==> config.mk <==
export PLATFORM = sky130hd
export DESIGN_NAME = bcd_event_counter
export DESIGN_NICKNAME = d
export VERILOG_FILES = /design/src/rtl/display_pkg.sv /design/src/rtl/button_debounce.sv /design/src/rtl/bcd_event_counter.sv
export SDC_FILE = /design/constraint.sdc
export NUM_CORES = 1
export LEC_CHECK = 0
export ABC_AREA = 1
export CAP_MARGIN = 20
export CORE_ASPECT_RATIO = 1.4
export CORE_MARGIN = 3
export CORE_UTILIZATION = 42
export CTS_CLUSTER_DIAMETER = 30
export DETAILED_ROUTE_END_ITERATION = 8
export HOLD_SLACK_MARGIN = 0.08
export SLEW_MARGIN = 10
export SYNTH_ARGS = -nofsm -noshare
export SYNTH_HDL_FRONTEND = slang
export SYNTH_HIERARCHICAL = 1
export SYNTH_SLANG_ARGS = --single-unit
==> constraint.sdc <==
create_clock -name clk -period 1.82 [get_ports clk]
set_input_delay 0.546 -clock clk [delete_from_list [all_inputs] [get_ports clk]]
set_output_delay 0.546 -clock clk [all_outputs]
set_load 0.02 [all_outputs]
==> src/rtl/display_pkg.sv <==
// Shared definitions for the BCD counter and the seven-segment display path.
package display_pkg;

  localparam int unsigned NUM_DIGITS = 8;
  localparam int unsigned DIGIT_W    = 4;

  typedef logic [DIGIT_W-1:0] digit_t;

  localparam digit_t BCD_MAX = 4'd9;
  localparam digit_t BCD_MIN = 4'd0;

  // Any out-of-range input steps back into 0..9, so a corrupted digit self-heals.
  function automatic digit_t bcd_step(input digit_t d, input logic up);
    if (up) begin
      return (d >= BCD_MAX) ? BCD_MIN : digit_t'(d + 4'd1);
    end
    return (d == BCD_MIN || d > BCD_MAX) ? BCD_MAX : digit_t'(d - 4'd1);
  endfunction

endpackage

==> src/rtl/button_debounce.sv <==
// Two-flop synchroniser, stability-counting debouncer and rising-edge pulse
// for a raw mechanical push-button.
module button_debounce #(
  parameter int unsigned DEBOUNCE_CYCLES = 1000000
) (
  input  logic clk,
  input  logic reset,
  input  logic raw_in,
  output logic level_out,
  output logic pulse_out
);

  localparam int unsigned CNT_W = $clog2(DEBOUNCE_CYCLES);
  localparam logic [CNT_W-1:0] CNT_LAST = CNT_W'(DEBOUNCE_CYCLES - 1);

  logic             r_sync1;
  logic             r_sync2;
  logic             r_level;
  logic             r_level_d;
  logic [CNT_W-1:0] r_cnt;

  // Counter only advances while the synchronised input disagrees with the
  // accepted level; any agreeing sample restarts the stability window.
  always_ff @(posedge clk or negedge reset) begin
    if (!reset) begin
      r_sync1   <= 1'b0;
      r_sync2   <= 1'b0;
      r_level   <= 1'b0;
      r_level_d <= 1'b0;
      r_cnt     <= '0;
    end else begin
      r_sync1   <= raw_in;
      r_sync2   <= r_sync1;
      r_level_d <= r_level;
      if (r_sync2 == r_level) begin
        r_cnt <= '0;
      end else if (r_cnt == CNT_LAST) begin
        r_level <= ~r_level;
        r_cnt   <= '0;
      end else begin
        r_cnt <= r_cnt + 1'b1;
      end
    end
  end

  assign level_out = r_level;
  assign pulse_out = r_level & ~r_level_d;

endmodule

==> src/rtl/bcd_event_counter.sv <==
// Eight-digit BCD up/down counter fed by a debounced button or a periodic
// tick; drives the digit inputs of the seven-segment display controller.
module bcd_event_counter
  import display_pkg::*;
#(
  parameter int unsigned DEBOUNCE_CYCLES = 1000000,
  parameter int unsigned TICK_DIV        = 10000000
) (
  input  logic       clk,
  input  logic       reset,
  input  logic       step_in,
  input  logic       up,
  input  logic       clr,
  input  logic       hold,
  input  logic       auto_en,
  output logic [3:0] seg7,
  output logic [3:0] seg6,
  output logic [3:0] seg5,
  output logic [3:0] seg4,
  output logic [3:0] seg3,
  output logic [3:0] seg2,
  output logic [3:0] seg1,
  output logic [3:0] seg0,
  output logic       wrap
);

  localparam int unsigned TICK_W = $clog2(TICK_DIV);
  localparam logic [TICK_W-1:0] TICK_LAST = TICK_W'(TICK_DIV - 1);

  logic                                r_wrap;
  logic [TICK_W-1:0]                   r_tick_cnt;
  logic [NUM_DIGITS-1:0][DIGIT_W-1:0] r_digits;
  logic [NUM_DIGITS-1:0][DIGIT_W-1:0] w_next;
  logic                                w_step_pulse;
  logic                                w_tick_pulse;
  logic                                w_cnt_ev;
  logic                                w_wrap_cond;

  button_debounce #(
    .DEBOUNCE_CYCLES(DEBOUNCE_CYCLES)
  ) u_debounce (
    .clk      (clk),
    .reset    (reset),
    .raw_in   (step_in),
    .level_out(),
    .pulse_out(w_step_pulse)
  );

  always_ff @(posedge clk or negedge reset) begin
    if (!reset) begin
      r_tick_cnt <= '0;
    end else if (!auto_en || r_tick_cnt == TICK_LAST) begin
      r_tick_cnt <= '0;
    end else begin
      r_tick_cnt <= r_tick_cnt + 1'b1;
    end
  end

  assign w_tick_pulse = auto_en && (r_tick_cnt == TICK_LAST);
  assign w_cnt_ev     = (w_step_pulse | w_tick_pulse) & ~hold;

  // Ripple carry/borrow: a digit moves only while every lower digit sits at
  // its terminal value; a carry out of the top digit is the wrap condition.
  always_comb begin
    logic carry;
    w_next = r_digits;
    carry  = 1'b1;
    for (int unsigned i = 0; i < NUM_DIGITS; i++) begin
      if (carry) begin
        w_next[i] = bcd_step(r_digits[i], up);
      end
      carry = carry & (up ? (r_digits[i] == BCD_MAX) : (r_digits[i] == BCD_MIN));
    end
    w_wrap_cond = carry;
  end

  always_ff @(posedge clk or negedge reset) begin
    if (!reset) begin
      r_digits <= '0;
      r_wrap   <= 1'b0;
    end else begin
      r_wrap <= 1'b0;
      if (clr) begin
        r_digits <= '0;
      end else if (w_cnt_ev) begin
        r_digits <= w_next;
        r_wrap   <= w_wrap_cond;
      end
    end
  end

  assign seg0 = r_digits[0];
  assign seg1 = r_digits[1];
  assign seg2 = r_digits[2];
  assign seg3 = r_digits[3];
  assign seg4 = r_digits[4];
  assign seg5 = r_digits[5];
  assign seg6 = r_digits[6];
  assign seg7 = r_digits[7];
  assign wrap = r_wrap;

endmodule
==> results.sh <==
export IMPL_syn2layout_area_growth_pct=28.8
export IMPL_worstRegToRegCells=12
export IMPL_power_mw=5.46
export IMPL_htreeDepth=3
export IMPL_synthAdderAreaFrac_pct=6.96
export IMPL_p_leak_nw=3.60
export IMPL_status="finished, final reports clean"
export IMPL_vias=5640
export IMPL_synth_nets=848
export IMPL_dpl_hpwl_microns=11200
export IMPL_met1Wirelength_microns=6150
export IMPL_fin_crit_ps=1770
export IMPL_synth_avg_cell_area_sq_um=7.11
export IMPL_highest_layer="met4"
export IMPL_grt_max_degree=33
export IMPL_clock_sinks=81
export IMPL_dr_pass1_iters=5
export IMPL_antenna_found_initial=0
export IMPL_setup_worst_path_end_class="flip-flop"
export IMPL_synth_area_mux_share_pct=0.348
export IMPL_synth_simple_area_share_pct=36.3
export IMPL_power_density_nw_per_um2=737
export IMPL_rows=50
export IMPL_diodes=0
export IMPL_track_usage_pct=20.0
export IMPL_cp_data_arrival_time_ps=2010
export IMPL_syn_area_sq_um=5760
export IMPL_synth_compound_area_share_pct=7.61
export IMPL_setup_violations_final=0
export IMPL_critical_path_class="flip-flop to flip-flop"
export IMPL_core_sq_um=13400
export IMPL_cap_violations=0
export IMPL_dpl_cell_area_sq_um=6820
export IMPL_final_cell_area_sq_um=7410
export IMPL_clk_pin_slew_ps=70
export IMPL_yosys_register_bits=81
export IMPL_fin_nets=956
export IMPL_tritoncts="built"
export IMPL_synth_top_area_share_pct=35.2
export IMPL_wl_per_cell_microns=13.5
export IMPL_vias_per_cell=5.11
export IMPL_grt_pass1_wl_microns=24900
export IMPL_routed_wl_met3_microns=523
export IMPL_finalHoldViolations=0
export IMPL_layout_commonest_cell="nand2_1"
export IMPL_slew_headroom_pct=67.9
export IMPL_cts_hold_buf=0
export IMPL_grt_pass1_vias=5521
export IMPL_gp_congestion=0.903
export IMPL_root_buffer="clkbuf_16"
export IMPL_yosys_area_top_type="dfrtp_1"
export IMPL_boundaryPins=40
export IMPL_dieHeight_microns=145
export IMPL_grt_setup_unrepaired="true"
export IMPL_clock_latency_ps=350
export IMPL_synth_top_family_by_area="simple AND/OR/NAND/NOR gates"
export IMPL_min_path_type="input pin to async pin"
export IMPL_drt_iter0_drc=216
export IMPL_start_util_pct=43.0
export IMPL_worst_pin_slew_ps=477
export IMPL_grt_ovfl_total=0
export IMPL_port_buffers=39
export IMPL_wl_met2_microns=7940
export IMPL_wl_microns=14900
export IMPL_critical_path_max_fanout=6
export IMPL_cts_buffers=9
export IMPL_detail_route_antenna_nets=0
export IMPL_ys_types=42
export IMPL_ys_warn_count=6
export IMPL_synth_xor_area_share_pct=6.37
export IMPL_report_final_slew_viol_count=0
export IMPL_ctsLongestPathBuffers=2
export IMPL_final_layout_size_suffix_gt1_share_pct=19.7
export IMPL_die_w_microns=105
export IMPL_yosysSeqAreaShare_pct=35.2
export IMPL_cp_required_ps=2050
export IMPL_mostFrequentLayoutCells="nand2_1, nor2_1, inv_1, dfrtp_1, buf_4"
export IMPL_critPathLaunchType="flip-flop"
export IMPL_peakVddDrop_mv=0.601
export IMPL_drc_errors=0
export IMPL_syn_inst=809
export IMPL_fp_dieArea_sq_um=15200
export IMPL_synth_top_cells_by_area="dfrtp_1, nand2_1, nor2_1"
export IMPL_fin_crit_sh_pct=97.5
export IMPL_clock_fmax_ghz=0.564
export IMPL_clock_skew_ps=8.34
export IMPL_hold_slack_ps=108
export IMPL_num_fill_cells=1305
## where the power goes
group	internal, mW	switching, mW	total [mW]	leakage, nW
registers	1.91	0.131	2.04	1.10
clock network	0.980	0.814	1.79	0.136
logic	0.644	0.983	1.63	2.36
total	3.54	1.93	5.46	3.60
## cells in the mapped netlist
master / number
o211ai_1: 1
buf_1: 3
o22ai_1: 3
nand3_1: 77
a211oi_1: 1
a22oi_1: 1
xor2_1: 30
nand3b_1: 2
or2_2: 1
clkbuf_2: 1
nand4_1: 24
a31oi_1: 3
nand2_1: 193
nor3b_1: 4
inv_1: 85
a21boi_0: 1
a21oi_4: 1
dfrtp_1: 81
buf_4: 1
nand2_4: 2
nor3b_2: 1
o21ai_0: 33
nor3_1: 16
xor2_2: 1
nor2_2: 14
ha_1: 32
nor2_1: 115
nand2_2: 7
o21ai_2: 1
or2_1: 1
nor4_1: 5
o31ai_1: 2
nand3_2: 4
a21oi_1: 22
clkbuf_1: 5
xnor2_1: 10
o21a_1: 2
nor2_4: 2
buf_2: 9
inv_2: 2
mux2i_1: 2
o21ai_1: 8
## flip-flops by register name, summed over array words and instances, names as in the netlist, 4 cells and up
name              count
r_tick_cnt           24
seg0                  4
seg1                  4
seg2                  4
seg3                  4
seg4                  4
seg5                  4
seg6                  4
seg7                  4
u_debounce/r_cnt     20
## layer usage
metal  vias to the layer above  global-route usage, %
met5                         -                      0
met4                         0                   6.84
met3                        20                   3.75
met2                        96                   37.2
met1                      2693                   23.0
li1                       2831                      -
## repair_timing
| action | in CTS | in global routing |
|---|---|---|
| endpoints found under the setup margin | 65 | 37 |
| pin swaps | 7 | 14 |
| cloned | 0 | 0 |
| setup buffers | 3 | 8 |
| resized for setup | 44 | 70 |
| endpoints found under the hold margin | 0 | 0 |
## stage by stage
stage	setup WS (ps)	instances	util (%)	TNS (ps)
after floorplan	25.9	809	-	0
after global placement	-457	1077	50.9	-11700
after detailed placement	-505	1077	50.9	-13030
after CTS	0.870	1096	53.2	0
after global routing	-106	1104	55.4	-2070
final	46.1	1104	55.4	0
## path summary, 6_finish.rpt
check                                    from            endpoint  slack [ps]
setup / recovery                r_tick_cnt[1]             seg1[3]          50
hold / removal                          reset      r_tick_cnt[18]         110
setup reg to reg                r_tick_cnt[1]             seg1[3]          50
hold reg to reg            u_debounce/r_sync1  u_debounce/r_sync2         350
max in group asynchronous               reset             seg6[1]        1170
min in group clk           u_debounce/r_sync1  u_debounce/r_sync2         350
## worst max-delay path, cell delays in order, from the launching register on
cell and delay, ps:
dfrtp_1 360, ha_2 190, nand2_2 70, nor2_4 90
nand3_2 100, nor2_4 150, nand3_4 120, nand2_4 120
nand2_8 100, nor2_4 170, nor2_2 70, nand2_1 60
nand2_1 50
## area by class of cell
cell class / count / area, sq um / area share [%]
clock buffer: 10 / 239 / 3.22
sequential: 81 / 2030 / 27.4
clock inverter: 6 / 50.0 / 0.675
tap: 182 / 228 / 3.07
multi-input combinational: 622 / 3560 / 48.0
inverter: 87 / 327 / 4.41
timing repair buffer: 116 / 978 / 13.2
## logic make-up (layout without fill, tap and decap cells)
group	count (synthesis)	after routing
XOR/XNOR	41	41
adder cells (fa/ha/maj)	32	32
flip-flops	81	81
AO/OA/AOI/OAI	79	79
multiplexers	2	2
buffers and inverters	106	219
AND/OR/NAND/NOR	468	468
Note: power is estimated with default switching activity, not from simulation.
